===== config.mk =====
export PLATFORM = sky130hd
export DESIGN_NAME = pc_fetch_ctrl
export DESIGN_NICKNAME = d
export VERILOG_FILES = /design/src/rtl/pc_fetch_ctrl.sv
export SDC_FILE = /design/constraint.sdc
export NUM_CORES = 1
export LEC_CHECK = 0
export BUFFER_PORTS_ARGS = -buffer_cell sky130_fd_sc_hd__buf_2
export CAP_MARGIN = 20
export CORE_MARGIN = 5
export CORE_UTILIZATION = 42
export DETAILED_ROUTE_END_ITERATION = 6
export PLACE_DENSITY_LB_ADDON = 0.05
export SYNTH_ARGS = -nofsm -noshare
export SYNTH_HDL_FRONTEND = slang
export SYNTH_SLANG_ARGS = --single-unit

===== constraint.sdc =====
create_clock -name clk -period 1.7 [get_ports clk]
set_input_delay 0.425 -clock clk [delete_from_list [all_inputs] [get_ports clk]]
set_output_delay 0.425 -clock clk [all_outputs]
set_load 0.05 [all_outputs]

===== src/rtl/pc_fetch_ctrl.sv =====
// pc_fetch_ctrl: PC register and imem fetch sequencer feeding decode.
// Define IMISALIGN_CHK_EN to redirect fetch to TRAP_PC on a misaligned npc.
module pc_fetch_ctrl #(
    parameter logic [31:0] RESET_PC = 32'h0000_3000,
    parameter int          TIMEOUT  = 16,
    parameter logic [31:0] TRAP_PC  = 32'h0000_4180
) (
    input  logic        clk,
    input  logic        rstn,
    input  logic [31:0] npc,
    output logic [31:0] pc,
    output logic        imem_req,
    output logic [31:0] imem_addr,
    input  logic        imem_ack,
    input  logic [31:0] imem_rdata,
    output logic [31:0] instr,
    output logic        instr_valid,
    input  logic        instr_ready,
    output logic        fetch_err,
    output logic        misalign_err,
    output logic [31:0] bad_npc
);
    localparam int CW = $clog2(TIMEOUT) + 1;
    typedef enum logic [1:0] {S_IDLE, S_REQ, S_HOLD} state_t;
    state_t        state_q, state_d;
    logic [31:0]   pc_q, pc_d, instr_q, instr_d;
    logic [CW-1:0] cnt_q, cnt_d;
    logic          fetch_err_q, fetch_err_d;
    logic          hs;
    assign hs = (state_q == S_HOLD) && instr_ready;
`ifdef IMISALIGN_CHK_EN
    logic        misalign_q, misalign_d;
    logic [31:0] bad_npc_q, bad_npc_d;
    // flag a misaligned npc on the decode handshake and remember it
    always_comb begin
        misalign_d = hs && (npc[1:0] != 2'b00);
        bad_npc_d  = misalign_d ? npc : bad_npc_q;
    end
    // misalign pulse and captured address
    always_ff @(posedge clk) begin
        if (!rstn) begin
            misalign_q <= 1'b0;
            bad_npc_q  <= '0;
        end else begin
            misalign_q <= misalign_d;
            bad_npc_q  <= bad_npc_d;
        end
    end
    assign misalign_err = misalign_q;
    assign bad_npc      = bad_npc_q;
`else
    logic unused_cfg;
    assign unused_cfg   = ^{npc[1:0], TRAP_PC};
    assign misalign_err = 1'b0;
    assign bad_npc      = '0;
`endif
    // next state: fetch, hold for decode, advance pc on handshake
    always_comb begin
        state_d     = state_q;
        pc_d        = pc_q;
        instr_d     = instr_q;
        cnt_d       = cnt_q;
        fetch_err_d = fetch_err_q;
        case (state_q)
            S_IDLE: state_d = S_REQ;
            S_REQ: begin
                if (imem_ack) begin
                    instr_d = imem_rdata;
                    cnt_d   = '0;
                    state_d = S_HOLD;
                end else if (cnt_q == CW'(TIMEOUT - 1)) begin
                    fetch_err_d = 1'b1;
                    cnt_d       = '0;
                end else begin
                    cnt_d = cnt_q + 1'b1;
                end
            end
            S_HOLD: begin
                if (hs) begin
`ifdef IMISALIGN_CHK_EN
                    pc_d = misalign_d ? TRAP_PC : npc;
`else
                    pc_d = {npc[31:2], 2'b00};
`endif
                    state_d = S_REQ;
                end
            end
            default: state_d = S_IDLE;
        endcase
    end
    // state and datapath registers
    always_ff @(posedge clk) begin
        if (!rstn) begin
            state_q     <= S_IDLE;
            pc_q        <= RESET_PC;
            instr_q     <= '0;
            cnt_q       <= '0;
            fetch_err_q <= 1'b0;
        end else begin
            state_q     <= state_d;
            pc_q        <= pc_d;
            instr_q     <= instr_d;
            cnt_q       <= cnt_d;
            fetch_err_q <= fetch_err_d;
        end
    end
    assign pc          = pc_q;
    assign imem_addr   = pc_q;
    assign imem_req    = (state_q == S_REQ);
    assign instr_valid = (state_q == S_HOLD);
    assign instr       = instr_q;
    assign fetch_err   = fetch_err_q;
endmodule


==> flow_metrics.env, run 1 <==
export IMPL_status="finished clean"
export IMPL_die_h_um=94.4
export IMPL_hold_path_class="in2reg"
export IMPL_cts_buffer_depth=2
export IMPL_htree_levels=3
export IMPL_crit_path_cell_trace="nand2b_4 -> inv_1 -> buf_4"
export IMPL_die_w_um=94.4
export IMPL_p_per_area_nw_per_um2=964
export IMPL_wirelength_um=7400
export IMPL_hold_viol_final=0
export IMPL_cts_tree="done"
export IMPL_syn_avg_cell_area_um2=7.86
export IMPL_drt_iter0_drc=108
export IMPL_clock_sinks=70
export IMPL_vias=2621
export IMPL_die_area_um2=8920
export IMPL_antenna_found_initial=0
export IMPL_setup_worst_path_class="reg2out"
export IMPL_final_cell_mix="158 x buf_2, 127 x nand2_1, 68 x dfxtp_1"
export IMPL_critPathCaptureType="output pin"
export IMPL_synth_area_um2=2990
export IMPL_cts_root_buf="clkbuf_8"
export IMPL_dp_hpwl_um=5380
export IMPL_io_buffers=160
export IMPL_nNetsFinal=575
export IMPL_start_util_pct=43.6
export IMPL_max_stage_delay_ns=0.35
export IMPL_yosysWarnings=0
export IMPL_dr_pass1_iters=4
export IMPL_synth_area_leaders="dfxtp_1 47%, buf_4 17%, nand2_1 16%"
export IMPL_grt_usage_pct=15.7
export IMPL_drc_errors=0
export IMPL_cts_buffers=9
export IMPL_ys_ff_latch=70
export IMPL_area_growth_pct=24.7
export IMPL_gp_congestion=0.805
export IMPL_async_flop_share_pct=0
export IMPL_rsz0062_at_grt="false"
export IMPL_holdPathStages=3
export IMPL_pin_count=200
export IMPL_route_antenna_remaining_nets=0
export IMPL_synth_edf_count=0
export IMPL_grt_pass1_wl_um=11200
export IMPL_fin_tns_setup_ns=0
export IMPL_ys_flop_type="dfxtp_1"
export IMPL_grt_pass1_vias=2384
export IMPL_p_leak_nw=1.85
export IMPL_core_area_um2=6870
export IMPL_slew_violations=0
export IMPL_wl_per_cell_um=12.2
export IMPL_cts_setup_buffers=0
export IMPL_vdd_drop_max_mv=0.450
export IMPL_final_cells=607
export IMPL_fin_skew_ns=0.00459
export IMPL_reg2regPathDepth=4
export IMPL_cp_start_kind="flip-flop"
export IMPL_cts_hold_buffers=0
export IMPL_cts_clk_slew_worst_paths_ns=0.07
export IMPL_crit_slowest_cell="dfxtp_2"
export IMPL_syn_inst=381
export IMPL_drt_vias_per_instance=4.32
export IMPL_post_synth_top_area_cell="dfxtp_1"
export IMPL_gr_total_overflow=0
export IMPL_drive_gt1_share_pct=36.2
export IMPL_grt_start_max_net_pins=42
export IMPL_insertion_delay_ns=0.32
export IMPL_antenna_cells=0
export IMPL_fmax_ghz=0.637
export IMPL_ys_types=24
export IMPL_cp_required_ns=1.27
export IMPL_post_route_period_util_pct=92.3
export IMPL_cts_repair_resized=3
export IMPL_final_common_cell="buf_2"
export IMPL_worstPathArrival_ns=1.14
export IMPL_crit_fanout=10
export IMPL_cap_violations=0
export IMPL_core_rowCount=30
export IMPL_period_needed_ns=1.57
export IMPL_placed_cells=591
export IMPL_synth_top_area_share_pct=46.8
export IMPL_ys_seq_area_share_pct=46.8
export IMPL_setup_viol=0
[area by class of cell]
type	count	area (um2)
Fill cell	745	3140
Tap cell	96	120
Sequential cell	70	1400
Clock inverter	4	22.5
Inverter	3	11.3
Clock buffer	12	145
Multi-Input combinational cell	255	1130
Timing Repair Buffer	167	896
[layer usage]
layer	part of all wire, %	global-route usage (%)	wire length, um
met2	47	25.9	3480
met3	11	6.06	837
met4	0.57	5.78	42
met5	0	0	0
met1	41	18.4	3040
[per-stage QoR]
step           setup WS (ns)  instance area [um2]  total power, mW  hold WS [ns]  util [%]
2_1_floorplan          0.148                 3130             2.39         0.440         -
3_3_place_gp           0.255                 3550             2.48         0.439      51.7
3_5_place_dp           0.241                 3550             2.49         0.443      51.7
4_1_cts               0.0411                 3730             3.66         0.286      54.3
5_1_grt               0.0478                 3730             3.79         0.308      54.3
6_report               0.131                 3730             3.60         0.309      54.3
[kinds of logic (layout without fill, tap and decap cells)]
group                      count (synthesis)  count (layout)  synth area share, %
adders and majority gates                  1               1                0.418
DFF                                       70              70                 46.8
AOI/OAI and AO/OA                         71              71                 12.2
other                                      1              37                0.125
buffers and inverters                     92             186                 20.1
and+or+nand+nor                          146             146                 20.4
[sequential cells by signal, summed over array words and instances (netlist names)]
name       count
instr         32
imem_addr     30
cnt_q          5
state_q        2
fetch_err      1
[worst max-delay path, delay by kind of cell, from the launching register on]
| family | cells | cell delay (ns) |
|---|---|---|
| flops | 1 | 0.35 |
| buf+inv | 2 | 0.29 |
| simple gates | 1 | 0.18 |
[worst paths after layout]
check,from,end,slack (ns)
worst min register to register,instr[7]$_SDFFE_PN0P_,instr[7]$_SDFFE_PN0P_,0.45
worst max register to register,cnt_q[0]$_SDFFE_PN0P_,cnt_q[0]$_SDFFE_PN0P_,0.27
worst max-delay path,state_q[1]$_SDFFE_PN0P_,imem_req,0.13
worst min-delay path,npc[13],imem_addr[13]$_SDFFE_PN1P_,0.31
[synthesized netlist by cell type (all sizes together) (2+ instances only)]
library cell  instances
nand2               127
buf                  73
dfxtp                70
a21oi                66
clkbuf               16
inv                   3
nand3                 3
nand4b                3
a31oi                 2
and3b                 2
nand2b                2
nand3b                2
nor2                  2
or4b                  2
[power by group]
| group | internal [mW] | leakage (nW) | switching [mW] | total [mW] |
|---|---|---|---|---|
| clock network | 0.563 | 0.0861 | 0.575 | 1.14 |
| logic | 0.163 | 1.19 | 0.568 | 0.731 |
| registers | 1.70 | 0.569 | 0.0320 | 1.73 |
| total | 2.42 | 1.85 | 1.18 | 3.60 |
No activity file was read; power rests on OpenSTA's default activity.
==> run 2, diff against run 1 <==
- CORE_MARGIN: 5 -> unset
- RECOVER_POWER: unset -> 50
==> flow_metrics.env, run 2 (synthesis gave the netlist of run 1 again) <==
export IMPL_core_area_um2=6830
export IMPL_final_cells=607
export IMPL_cts_tree="done"
export IMPL_pin_count=200
export IMPL_htree_levels=3
export IMPL_setup_viol=0
export IMPL_drc_errors=0
export IMPL_final_cell_mix="145 x buf_2, 127 x nand2_1, 68 x dfxtp_1"
export IMPL_cts_clk_slew_worst_paths_ns=0.07
export IMPL_fin_skew_ns=0.00416
export IMPL_dr_pass1_iters=4
export IMPL_wl_per_cell_um=10.8
export IMPL_nNetsFinal=575
export IMPL_regArea_um2=1400
export IMPL_post_route_period_util_pct=92.3
export IMPL_drt_iter0_drc=113
export IMPL_core_rowCount=30
export IMPL_route_antenna_remaining_nets=0
export IMPL_antenna_found_initial=0
export IMPL_period_needed_ns=1.57
export IMPL_setup_slack_ns=0.130
export IMPL_gr_total_overflow=0
export IMPL_vdd_drop_max_mv=0.532
export IMPL_ff2ff_setup_slack_ns=0.23
export IMPL_fmax_ghz=0.637
export IMPL_crit_path_cell_trace="nand2b_4 -> inv_1 -> buf_4"
export IMPL_drive_gt1_share_pct=35.2
export IMPL_vias=2667
export IMPL_area_growth_pct=25.4
export IMPL_status="finished clean"
export IMPL_die_area_um2=7470
export IMPL_insertion_delay_ns=0.33
export IMPL_final_common_cell="buf_2"
export IMPL_multiInputGateArea_um2=1140
export IMPL_crit_slowest_cell="dfxtp_2"
export IMPL_cp_start_kind="flip-flop"
export IMPL_max_stage_delay_ns=0.38
export IMPL_gp_congestion=0.718
export IMPL_p_leak_nw=1.84
export IMPL_place_area_um2=3550
export IMPL_die_h_um=86.4
export IMPL_crit_fanout=10
export IMPL_slew_violations=0
export IMPL_grt_pass1_wl_um=10100
export IMPL_cts_buffer_depth=2
export IMPL_critPathCaptureType="output pin"
export IMPL_wirelength_um=6550
export IMPL_rsz0062_at_grt="false"
export IMPL_dp_slack_ns=0.225
export IMPL_grt_pass1_vias=2267
export IMPL_cp_required_ns=1.27
export IMPL_cap_violations=0
export IMPL_hold_ws_ns=0.310
export IMPL_setup_worst_path_class="reg2out"
export IMPL_cts_buffers=9
export IMPL_cts_hold_buffers=0
export IMPL_grt_start_max_net_pins=33
export IMPL_hold_path_class="in2reg"
export IMPL_p_per_area_nw_per_um2=1040
export IMPL_cts_root_buf="clkbuf_8"
export IMPL_worstMarginPinSlew_ns=0.662
export IMPL_antenna_cells=0
export IMPL_dp_hpwl_um=4650
export IMPL_final_area_um2=3750
export IMPL_die_w_um=86.4
export IMPL_fillCellCount=694
export IMPL_placed_cells=591
export IMPL_post_route_util_pct=55.0
export IMPL_fin_tns_setup_ns=0
export IMPL_power_mw=3.90
export IMPL_io_buffers=160
export IMPL_clock_sinks=70
export IMPL_largest_reg_flops=32
export IMPL_worstPathArrival_ns=1.14
export IMPL_hold_viol_final=0
export IMPL_worst_slew_margin_rel_pct=55.9
export IMPL_start_util_pct=43.8
export IMPL_drt_vias_per_instance=4.39
export IMPL_grt_usage_pct=17.1
[run 2: layer usage]
layer  vias up  GRT usage (%)  share of wire, %
met3         9           5.81               8.6
li1       1368              -                 -
met2       116           29.4                47
met4         0           6.82               1.3
met1      1174           19.5                43
met5         -              0                 0
[run 2: path summary, 6_finish.rpt]
check	start	endpoint	cells after the start
min	npc[13]	imem_addr[13]$_SDFFE_PN1P_	3
min reg2reg	instr[25]$_SDFFE_PN0P_	instr[25]$_SDFFE_PN0P_	2
max reg2reg	state_q[0]$_SDFFE_PN0P_	instr[30]$_SDFFE_PN0P_	4
max	state_q[1]$_SDFFE_PN0P_	imem_req	3
[run 2: cell type report]
class	instances	share of cell area, %
multi-input cells	255	30.3
well taps	96	3.20
repair buffers	167	23.1
flip-flops and latches	70	37.4
inverters	3	0.300
clock buffers	12	3.87
clock inverters	4	1.87
[run 2: worst max-delay path: cells and delay by family (launching register included)]
kind          cells  cell delay, ns
buf+inv           2            0.26
simple gates      1            0.19
flops             1            0.38
[run 2: timing repair]
item,CTS,global route
gates cloned,0,0
setup buffers,0,0
resized for setup,4,3
endpoints found under the hold margin,0,0
endpoints found under the setup margin,2,2
[run 2: report_power, final]
| part | total [mW] | internal [mW] | switching, mW |
|---|---|---|---|
| Combinational | 0.716 | 0.154 | 0.561 |
| Sequential | 1.73 | 1.70 | 0.0336 |
| Clock | 1.45 | 0.863 | 0.588 |
